--- src/rtl/kf76489_pkg.sv ---
// Shared definitions for the KF76489 PSG: register addresses, bus FSM states
// and the register-to-strobe decode used by the CPU write port.
package kf76489_pkg;

    localparam logic [2:0] REG_TONE0_FREQ = 3'd0;
    localparam logic [2:0] REG_TONE0_ATT  = 3'd1;
    localparam logic [2:0] REG_TONE1_FREQ = 3'd2;
    localparam logic [2:0] REG_TONE1_ATT  = 3'd3;
    localparam logic [2:0] REG_TONE2_FREQ = 3'd4;
    localparam logic [2:0] REG_TONE2_ATT  = 3'd5;
    localparam logic [2:0] REG_NOISE_CTRL = 3'd6;
    localparam logic [2:0] REG_NOISE_ATT  = 3'd7;

    typedef enum logic [1:0] {
        IDLE,
        BUSY,
        STROBE,
        RELEASE
    } bus_state_t;

    typedef struct packed {
        logic [2:0] tone_frequency_low;
        logic [2:0] tone_frequency_high;
        logic [2:0] tone_attenuation;
        logic       noise_control;
        logic       noise_attenuation;
    } write_strobes_t;

    // Frequency registers split on byte type; every other register takes either byte.
    function automatic write_strobes_t decode_write(input logic [2:0] reg_addr,
                                                    input logic       latch_byte);
        write_strobes_t s;
        s = '0;
        case (reg_addr)
            REG_TONE0_FREQ: if (latch_byte) s.tone_frequency_low[0] = 1'b1;
                            else            s.tone_frequency_high[0] = 1'b1;
            REG_TONE1_FREQ: if (latch_byte) s.tone_frequency_low[1] = 1'b1;
                            else            s.tone_frequency_high[1] = 1'b1;
            REG_TONE2_FREQ: if (latch_byte) s.tone_frequency_low[2] = 1'b1;
                            else            s.tone_frequency_high[2] = 1'b1;
            REG_TONE0_ATT:  s.tone_attenuation[0] = 1'b1;
            REG_TONE1_ATT:  s.tone_attenuation[1] = 1'b1;
            REG_TONE2_ATT:  s.tone_attenuation[2] = 1'b1;
            REG_NOISE_CTRL: s.noise_control       = 1'b1;
            default:        s.noise_attenuation   = 1'b1;
        endcase
        return s;
    endfunction

endpackage

--- src/rtl/kf76489_synchronizer.sv ---
// Two-flop synchroniser for an asynchronous active-low pin; idles high so a
// reset never looks like an asserted pin.
module kf76489_synchronizer (
    input  logic clock,
    input  logic reset,
    input  logic async_in,
    output logic sync_out
);

    logic meta;

    // NOTE: non-blocking assignments keep both flops sampling the pre-edge values.
    always_ff @(posedge clock or posedge reset) begin
        if (reset) begin
            meta     <= 1'b1;
            sync_out <= 1'b1;
        end else begin
            meta     <= async_in;
            sync_out <= meta;
        end
    end

endmodule

--- src/rtl/kf76489_bus_interface.sv ---
// KF76489 CPU write port: synchronises CE/WE, captures the byte, holds READY low
// for WAIT_TICKS chip-clock ticks, then issues one decoded write strobe.
module kf76489_bus_interface
    import kf76489_pkg::*;
#(
    parameter int WAIT_TICKS = 32
) (
    input  logic       clock,
    input  logic       reset,
    input  logic       clock_enable,
    input  logic       chip_enable_n,
    input  logic       write_enable_n,
    input  logic [7:0] data_bus,
    output logic       ready,
    output logic [7:0] internal_data_bus,
    output logic [2:0] write_tone_frequency_low,
    output logic [2:0] write_tone_frequency_high,
    output logic [2:0] write_tone_attenuation,
    output logic       write_noise_control,
    output logic       write_noise_attenuation
);

    localparam logic [7:0] LAST_TICK = 8'(WAIT_TICKS - 1);

    logic           chip_enable_sync_n;
    logic           write_enable_sync_n;
    logic           write_req;
    logic           last_tick;
    logic [7:0]     tick_count;
    logic [2:0]     latched_register;
    bus_state_t     state;
    bus_state_t     next_state;
    write_strobes_t strobes;

    kf76489_synchronizer u_chip_enable_sync (
        .clock    (clock),
        .reset    (reset),
        .async_in (chip_enable_n),
        .sync_out (chip_enable_sync_n)
    );

    kf76489_synchronizer u_write_enable_sync (
        .clock    (clock),
        .reset    (reset),
        .async_in (write_enable_n),
        .sync_out (write_enable_sync_n)
    );

    assign write_req = ~chip_enable_sync_n & ~write_enable_sync_n;
    assign last_tick = clock_enable && (tick_count == LAST_TICK);

    always_ff @(posedge clock or posedge reset) begin
        if (reset) state <= IDLE;
        else       state <= next_state;
    end

    always_comb begin
        // NOTE: defaulting next_state first keeps every path assigned, so no latch.
        next_state = state;
        case (state)
            IDLE:    if (write_req)  next_state = BUSY;
            BUSY:    if (last_tick)  next_state = STROBE;
            STROBE:                  next_state = RELEASE;
            RELEASE: if (!write_req) next_state = IDLE;
            default:                 next_state = IDLE;
        endcase
    end

    // Capture and latch update happen together, so the decode in STROBE sees
    // the register chosen by this very byte when it is a latch byte.
    always_ff @(posedge clock or posedge reset) begin
        if (reset) begin
            internal_data_bus <= 8'h00;
            latched_register  <= 3'b000;
            tick_count        <= 8'd0;
        end else begin
            case (state)
                IDLE: begin
                    if (write_req) begin
                        internal_data_bus <= data_bus;
                        tick_count        <= 8'd0;
                        if (data_bus[0]) begin
                            latched_register <= {data_bus[1], data_bus[2], data_bus[3]};
                        end
                    end
                end
                BUSY: begin
                    if (clock_enable) tick_count <= tick_count + 8'd1;
                end
                default: ;
            endcase
        end
    end

    always_comb begin
        ready   = 1'b1;
        strobes = '0;
        case (state)
            BUSY:   ready = 1'b0;
            STROBE: begin
                ready   = 1'b0;
                strobes = decode_write(latched_register, internal_data_bus[0]);
            end
            default: ;
        endcase
    end

    assign write_tone_frequency_low  = strobes.tone_frequency_low;
    assign write_tone_frequency_high = strobes.tone_frequency_high;
    assign write_tone_attenuation    = strobes.tone_attenuation;
    assign write_noise_control       = strobes.noise_control;
    assign write_noise_attenuation   = strobes.noise_attenuation;

endmodule

--- config.mk ---
export PLATFORM = sky130hd
export DESIGN_NAME = kf76489_bus_interface
export DESIGN_NICKNAME = d
export VERILOG_FILES = /design/src/rtl/kf76489_pkg.sv /design/src/rtl/kf76489_synchronizer.sv /design/src/rtl/kf76489_bus_interface.sv
export SDC_FILE = /design/constraint.sdc
export NUM_CORES = 1
export LEC_CHECK = 0
export CORE_MARGIN = 2
export CORE_UTILIZATION = 43
export DETAILED_ROUTE_END_ITERATION = 6
export PLACE_DENSITY = 0.73
export SLEW_MARGIN = 20
export SYNTH_ARGS = -nofsm -noshare
export SYNTH_HDL_FRONTEND = slang
export SYNTH_HIERARCHICAL = 1
export SYNTH_SLANG_ARGS = --single-unit
--- constraint.sdc ---
create_clock -name clock -period 1.7 [get_ports clock]
set_clock_uncertainty 0.1 [all_clocks]
set_input_delay 0.17 -clock clock [delete_from_list [all_inputs] [get_ports clock]]
set_output_delay 0.17 -clock clock [all_outputs]
set_load 0.01 [all_outputs]
==> results of run 1 <==
[final timing paths]
path                                                    startpoint                                endpoint  slack, ns  depth (start not counted)
worst max-delay path                          state[0]$_DFFE_PP0P_               tick_count[6]$_DFFE_PP0P_      -0.05                          6
worst min-delay path                                         reset      u_write_enable_sync/meta$_DFF_PP1_       0.11                          2
worst max register to register                state[0]$_DFFE_PP0P_               tick_count[6]$_DFFE_PP0P_      -0.05                          6
worst min register to register  u_write_enable_sync/meta$_DFF_PP1_  u_write_enable_sync/sync_out$_DFF_PP1_       0.27                          0
max in group asynchronous                                    reset               tick_count[7]$_DFFE_PP0P_       1.16                          3
min in group clock                                   chip_enable_n       u_chip_enable_sync/meta$_DFF_PP1_       0.15                          1
[worst max-delay path: stages, from the launching register on]
cell,delay (ns)
dfrtp_1,0.43
buf_6,0.13
ha_4,0.15
mux2_4,0.20
nand4_1,0.16
or3_1,0.40
a21oi_2,0.12
[power groups by stage]
| stage | logic (mW) | registers, mW | clock network [mW] |
|---|---|---|---|
| 2_1_floorplan | 0.691 | 0.979 | 0 |
| 3_3_place_gp | 1.44 | 0.920 | 0 |
| 3_5_place_dp | 1.48 | 0.939 | 0 |
| 4_1_cts | 1.61 | 0.931 | 0.279 |
| 5_1_grt | 1.94 | 0.959 | 0.289 |
| 6_report | 1.82 | 0.937 | 0.261 |
[per-stage QoR]
step / total power [mW] / instance area, sq um / instances / setup TNS [ns] / utilization
5_1_grt: 3.19 / 1950 / 215 / -0.726 / 0.694
3_3_place_gp: 2.36 / 1780 / 205 / -0.597 / 0.634
4_1_cts: 2.83 / 1840 / 213 / -0.140 / 0.656
3_5_place_dp: 2.41 / 1780 / 205 / -1.17 / 0.634
6_report: 3.01 / 1950 / 215 / -0.136 / 0.694
2_1_floorplan: 1.67 / 1300 / 127 / 0 / -
[registers in the layout, summed over array words and instances (netlist names)]
register                      flops
tick_count                        8
u_write_enable_sync/meta          1
internal_data_bus                 8
u_write_enable_sync/sync_out      1
latched_register                  3
u_chip_enable_sync/meta           1
state                             2
u_chip_enable_sync/sync_out       1
[area by class of cell]
type | instances | area [sq um] | area share
multi-input cells | 89 | 748 | 0.384
flip-flops and latches | 25 | 631 | 0.324
repair buffers | 57 | 469 | 0.241
well taps | 31 | 38.8 | 0.0199
inverters | 9 | 33.8 | 0.0174
clock buffers | 4 | 26.3 | 0.0135
[layer usage]
layer	up-vias	part of all wire	GRT usage	wire (um)
met3	4	0.032	0.0240	101
li1	570	-	-	-
met2	25	0.54	0.344	1730
met5	-	0	0	0
met1	579	0.42	0.226	1340
met4	0	0.0084	0.0455	27
[cell usage after synthesis, drive strengths merged (2+ instances only)]
cell / n / area share
nor4: 2 / 0.0096
dfrtp: 21 / 0.40
o21ai: 9 / 0.035
nor2: 10 / 0.029
buf: 3 / 0.015
mux2i: 2 / 0.015
nand4: 3 / 0.014
nand2: 6 / 0.017
inv: 9 / 0.026
or3: 4 / 0.019
a21oi: 6 / 0.023
ha: 6 / 0.058
nand3: 6 / 0.023
mux2: 11 / 0.095
dfstp: 4 / 0.081
nand2b: 4 / 0.019
nor3: 3 / 0.012
nor3b: 2 / 0.012
and2: 2 / 0.0096
[cells by family after synthesis]
group / count (synthesis) / synth area share
buf+inv: 13 / 0.0442
fa+ha+maj: 6 / 0.0577
mux: 13 / 0.111
simple gates: 48 / 0.201
flops: 25 / 0.485
compound gates: 21 / 0.0952
xor+xnor: 1 / 0.00673
[repair_timing]
| action | 4_1_cts | 5_1_grt |
|---|---|---|
| endpoints found under the setup margin | 28 | 27 |
| gates cloned | 0 | 0 |
| pin swaps | 2 | 14 |
| setup buffers | 4 | 2 |
| gates resized for setup | 58 | 26 |
| hold endpoints to repair | 0 | 0 |
==> results_dict.tcl, run 1 <==
set metrics [dict create \
    antenna_found_initial 0 \
    peakVddDrop_uv 902 \
    p_per_area_nw_per_um2 1550 \
    status "complete, but fails checks" \
    hp-class "input pin to asynchronous set/reset pin" \
    fin_ws_ns -0.0476 \
    final_max_slew_viol_count 0 \
    timing.hold.ws_ns 0.111 \
    worstPathArrival_ns 1.90 \
    synth_fp_nets 146 \
    drc 0 \
    clkPwrFrac 0.087 \
    finalCritPeriodShare 1.03 \
    rows 19 \
    gp_congestion 0.879 \
    pwr-share-seq 0.311 \
    setup_viol 5 \
    finalHoldViolations 0 \
    yosys_warnings 6 \
    pre_cts_ws_ns -0.173 \
    ys_seq_area_frac 0.485 \
    first_iter_violations 37 \
    synth.distinct_cells 35 \
    hold_buffers 0 \
    cts_sinks 25 \
    violations "negative setup slack" \
    syn2layout_area_growth_pct 49.6 \
    path_class "flip-flop to flip-flop" \
    async_reset_ff_frac 1.00 \
    cellLeakagePower_nw 0.859 \
    p_int_mw 1.86 \
    syn_inst 127 \
    fin_nets 204 \
    die_w_um 59.0 \
    ant_nets 0 \
    layout_common_cells "dfrtp_1, buf_4, clkdlybuf4s50_1" \
    insertion_delay_ns 0.31 \
    cts_max_level 1 \
    gr-total-overflow 0 \
    path_max_fanout 4 \
    cts_max_path_buffers 2 \
    synth_area_per_cell_sq_um 10.2 \
    tritoncts "built" \
    grt_max_degree 22 \
    drt_pass1_iterations 4 \
    vias_per_cell 5.48 \
    cts_buffers 3 \
    cp.required_ns 1.85 \
    synth_edf_count 0 \
    routed_wl_mm 3.20 \
    fin_crit_ns 1.75 \
    n_antenna_cell 0 \
    synthesis.area_sq_um 1300 \
    coreArea_sq_um 2810 \
    vias 1178 \
    swShare 0.382 \
    cap_violations 0 \
    portBuffers 32 \
    power_frac_comb 0.602 \
    grt_pass1_vias 1173 \
    track_usage 0.186 \
    rsz0062_at_grt "true" \
    hpwl_mm 2.30 \
    n_fill_cell 216 \
    avgRoutedWirePerCell_um 14.9 \
    netSwitchingPower_mw 1.15 \
    clk_pin_slew_ns 0.13 \
    dieHeight_um 59.0 \
    cp-start-kind "flip-flop" \
    ioPinCount 33 \
    die_area_sq_um 3480 \
    synth.ff_latch_count 25 \
    worst_pin_slew_ns 0.270 \
    cts-root-buf "clkbuf_4" \
    drive_gt1_frac 0.435 \
    grt_pass1_wl_mm 5.00 \
    synthFlopType "dfrtp_1" \
    max_freq_ghz 0.572 \
    initial_core_util 0.464 \
    cp-end-kind "flip-flop" \
    maxSlewHeadroom 0.820 \
]
Note: power is estimated with default switching activity, not from simulation.
==> run 2: changes to the inputs <==
- CORE_UTILIZATION: 43 -> 45
- CTS_BUF_LIST: default -> sky130_fd_sc_hd__clkbuf_4 sky130_fd_sc_hd__clkbuf_8
- GPL_TIMING_DRIVEN: default -> 1
- PLACE_DENSITY: 0.73 -> 0.76
==> results_dict.tcl, run 2 (same netlist as run 1, synthesis figures left out) <==
set metrics [dict create \
    status "complete, but fails checks" \
    violations "negative setup slack" \
    vias 1174 \
    finalCritPeriodShare 1.04 \
    hold_buffers 0 \
    routed_wl_mm 3.17 \
    worstPathArrival_ns 1.49 \
    ant_nets 0 \
    hpwl_mm 2.40 \
    path_max_fanout 6 \
    grt_pass1_wl_mm 5.23 \
    syn2layout_area_growth_pct 48.7 \
    fin_total_pwr_mw 2.96 \
    drive_gt1_frac 0.387 \
    fin_nets 206 \
    path_class "flip-flop to primary output" \
    tritoncts "built" \
    cts_buffers 3 \
    ioPinCount 33 \
    peakVddDrop_uv 1260 \
    fin_crit_ns 1.76 \
    dp.cells 205 \
    worst_pin_slew_ns 0.349 \
    maxSlewHeadroom 0.767 \
    vias_per_cell 5.41 \
    insertion_delay_ns 0.32 \
    cp-start-kind "flip-flop" \
    die_w_um 57.8 \
    rows 19 \
    n_antenna_cell 0 \
    cts-root-buf "clkbuf_4" \
    cp.required_ns 1.43 \
    setup_viol 9 \
    final_area_sq_um 1930 \
    max_freq_ghz 0.567 \
    cts_sinks 25 \
    coreArea_sq_um 2760 \
    initial_core_util 0.472 \
    die_area_sq_um 3340 \
    drc 0 \
    track_usage 0.205 \
    rsz0062_at_grt "true" \
    hp-class "input pin to asynchronous set/reset pin" \
    fin_ws_ns -0.0641 \
    cp-end-kind "primary output" \
    gp_congestion 0.807 \
    postLayoutCoreUtil 0.701 \
    cts_max_level 1 \
    finalHoldViolations 0 \
    final_max_slew_viol_count 0 \
    reg_top3 "internal_data_bus (8), tick_count (8), latched_register (3)" \
    gr-total-overflow 0 \
    clk_pin_slew_ns 0.13 \
    layout_common_cells "dfrtp_1, buf_4, clkdlybuf4s50_1" \
    n_fill_cell 220 \
    grt_pass1_vias 1201 \
    cap_violations 0 \
    cellLeakagePower_nw 0.875 \
    avgRoutedWirePerCell_um 14.6 \
    grt_max_degree 15 \
    cts_max_path_buffers 2 \
    p_per_area_nw_per_um2 1530 \
    portBuffers 32 \
    placed_area_sq_um 1790 \
    dieHeight_um 57.8 \
    antenna_found_initial 0 \
    drt_pass1_iterations 4 \
    first_iter_violations 24 \
    fin_cells 217 \
]
run 2: changes by cell type in the layout (fill, tap and decap cells not counted), sizes merged:
cell and change:
buf -1, clkdlybuf4s15 +2, clkdlybuf4s50 -1, clkinv +1, dlymetal6s2s +1
run 2: worst paths after layout:
kind,slack (ns),startpoint,cells past startpoint,end
max,-0.06,state[0]$_DFFE_PP0P_,6,write_tone_frequency_high[0]
max in group asynchronous,1.06,reset,3,tick_count[6]$_DFFE_PP0P_
max reg2reg,-0.04,state[0]$_DFFE_PP0P_,6,tick_count[4]$_DFFE_PP0P_
min in group clock,0.14,chip_enable_n,1,u_chip_enable_sync/meta$_DFF_PP1_
min,0.05,reset,2,internal_data_bus[7]$_DFFE_PP0P_
min reg2reg,0.27,u_write_enable_sync/meta$_DFF_PP1_,0,u_write_enable_sync/sync_out$_DFF_PP1_
run 2: layer usage:
| metal | global-route usage | part of all wire | vias to the layer above |
|---|---|---|---|
| li1 | - | - | 564 |
| met1 | 0.237 | 0.40 | 571 |
| met2 | 0.373 | 0.54 | 35 |
| met3 | 0.0313 | 0.044 | 4 |
| met4 | 0.0897 | 0.015 | 0 |
| met5 | 0 | 0 | - |
run 2: metrics by stage:
step,TNS [ns],hold slack (ns),setup slack (ns)
after CTS,-0.426,0.0486,-0.147
after global placement,-0.610,0.246,-0.112
after floorplan,0,-0.0185,0.00110
after detailed placement,-1.60,0.249,-0.167
final,-0.214,0.0468,-0.0641
after global routing,-1.30,0.0768,-0.150
run 2: power by group:
part / leakage, nW / internal (mW) / switching (mW)
clock network: 0.0177 / 0.0883 / 0.178
logic: 0.549 / 0.991 / 0.781
registers: 0.308 / 0.787 / 0.129
run 2: what timing repair did:
item | CTS | global route
buffers inserted | 6 | 2
endpoints found under the hold margin | 0 | 0
endpoints found under the setup margin | 27 | 24
pin swaps | 8 | 6
gates resized for setup | 57 | 12
run 2: area by class of cell:
| class | count | area, sq um | area share |
|---|---|---|---|
| Timing Repair Buffer | 59 | 509 | 0.263 |
| Multi-Input combinational cell | 89 | 694 | 0.359 |
| Clock buffer | 3 | 22.5 | 0.0116 |
| Clock inverter | 1 | 5.00 | 0.00259 |
| Tap cell | 31 | 38.8 | 0.0201 |
| Sequential cell | 25 | 631 | 0.326 |
| Inverter | 9 | 33.8 | 0.0175 |
run 2: worst max-delay path: stages, from the launching register on:
cell	delay, ns
dfrtp_1	0.41
inv_2	0.11
ha_4	0.15
buf_6	0.10
nand2b_4	0.07
nor4_1	0.15
buf_2	0.17
==> run 3: changes to the inputs <==
--- a/constraint.sdc
+++ b/constraint.sdc
@@ -3,3 +3,3 @@
 set_input_delay 0.17 -clock clock [delete_from_list [all_inputs] [get_ports clock]]
 set_output_delay 0.17 -clock clock [all_outputs]
-set_load 0.01 [all_outputs]
+set_load 0.05 [all_outputs]
==> results_dict.tcl, run 3 (same netlist as run 1, synthesis figures left out) <==
set metrics [dict create \
    status "complete, but fails checks" \
    violations "negative setup slack" \
    slowest_stage "dfrtp_1" \
    cpPeakStageDelay_ns 0.44 \
    drt_pass1_iterations 4 \
    dieHeight_um 57.8 \
    cts_max_level 1 \
    first_iter_violations 58 \
    die_area_sq_um 3340 \
    final_max_slew_viol_count 0 \
    antenna_found_initial 0 \
    cellLeakagePower_nw 0.933 \
    rsz0062_at_grt "true" \
    track_usage 0.221 \
    finalCritPeriodShare 1.13 \
    cts_max_path_buffers 2 \
    peakVddDrop_uv 2070 \
    mostFrequentLayoutCell "buf_4" \
    worstPathArrival_ns 2.08 \
    reg_top3 "internal_data_bus (8), tick_count (8), latched_register (3)" \
    fin_cells 212 \
    rows 19 \
    drive_gt1_frac 0.514 \
    n_antenna_cell 0 \
    path_delay_family "simple AND/OR/NAND/NOR gates" \
    grt_max_degree 15 \
    layout_common_cells "buf_4, dfrtp_1, buf_12" \
    setup_viol 29 \
    finalHoldViolations 0 \
    grt_pass1_wl_mm 5.74 \
    cap_violations 0 \
    portBuffers 32 \
    die_w_um 57.8 \
    routed_wl_mm 3.88 \
    ioPinCount 33 \
    vias 1233 \
    gr-total-overflow 0 \
    initial_core_util 0.472 \
    hold_buffers 0 \
    pre_cts_ws_ns -0.138 \
    worst_pin_slew_ns 0.469 \
    final_area_sq_um 2200 \
    maxSlewHeadroom 0.686 \
    p_per_area_nw_per_um2 1820 \
    syn2layout_area_growth_pct 69.0 \
    path_class "flip-flop to flip-flop" \
    fin_nets 201 \
    dp.cells 198 \
    avgRoutedWirePerCell_um 18.3 \
    fin_ws_ns -0.222 \
    path_cells "inv_2 > buf_4 > buf_6 > ha_4 > mux2_4 > nand4_1 > or3_1 > a21oi_2" \
    cts_sinks 25 \
    insertion_delay_ns 0.32 \
    grt_pass1_vias 1217 \
    clk_pin_slew_ns 0.14 \
    cp.required_ns 1.86 \
    cp-start-kind "flip-flop" \
    hpwl_mm 2.33 \
    postLayoutCoreUtil 0.798 \
    placed_area_sq_um 1900 \
    path_max_fanout 7 \
    cts_buffers 3 \
    fin_crit_ns 1.92 \
    max_freq_ghz 0.520 \
    coreArea_sq_um 2760 \
    gp_congestion 0.816 \
    ant_nets 0 \
    hp-class "input pin to asynchronous set/reset pin" \
    vias_per_cell 5.82 \
    drc 0 \
    cts-root-buf "clkbuf_4" \
    cp-end-kind "flip-flop" \
    tritoncts "built" \
    crit_buf_inv 3 \
]
==> run 3: changes by cell type in the layout (fill, tap and decap cells not counted), sizes merged <==
cell	before	now
clkdlybuf4s50	19	12
dlymetal6s2s	1	0
clkdlybuf4s15	2	0
clkbuf	5	3
buf	35	42
==> run 3: through the flow <==
step	hold WS, ns	power, mW	TNS (ns)
after floorplan	-0.0185	2.22	-0.583
after global placement	0.246	2.97	-0.0241
after detailed placement	0.249	3.04	-0.457
after CTS	0.0367	3.61	-1.34
after global routing	0.0658	4.18	-4.73
final	0.0333	3.99	-3.10
==> run 3: area by class of cell <==
class | count | area, sq um
Clock buffer | 3 | 22.5
Sequential cell | 25 | 632
Clock inverter | 1 | 5.00
Inverter | 9 | 36.3
Timing Repair Buffer | 54 | 621
Fill cell | 153 | 558
Multi-Input combinational cell | 89 | 845
Tap cell | 31 | 38.8
==> run 3: worst paths after layout <==
kind                                                          end  slack, ns                                from  cells after the start
max in group asynchronous        internal_data_bus[0]$_DFFE_PP0P_       1.07                               reset                      3
max reg2reg                             tick_count[6]$_DFFE_PP0P_      -0.22                state[0]$_DFFE_PP0P_                      8
min in group clock             u_write_enable_sync/meta$_DFF_PP1_       0.14                      write_enable_n                      1
max                                     tick_count[6]$_DFFE_PP0P_      -0.22                state[0]$_DFFE_PP0P_                      8
min reg2reg                u_write_enable_sync/sync_out$_DFF_PP1_       0.27  u_write_enable_sync/meta$_DFF_PP1_                      0
min                              internal_data_bus[4]$_DFFE_PP0P_       0.03                               reset                      2
==> run 3: repair_timing <==
item	in CTS	in global routing
buffers inserted	8	4
pin swaps	7	8
endpoints found under the setup margin	18	26
gates resized for setup	21	30
==> run 3: routing by layer <==
layer  routed length [um]  vias to the layer above  GRT usage  part of all wire
li1                     -                      549          -                 -
met1                 1630                      622      0.300              0.42
met2                 1960                       50      0.365              0.51
met3                  138                       12     0.0313             0.036
met4                  148                        0     0.0731             0.038
met5                    0                        -          0                 0
==> run 3: power by group <==
part	switching [mW]	internal, mW	total (mW)
logic	1.52	1.25	2.77
registers	0.162	0.790	0.952
clock network	0.182	0.0881	0.270
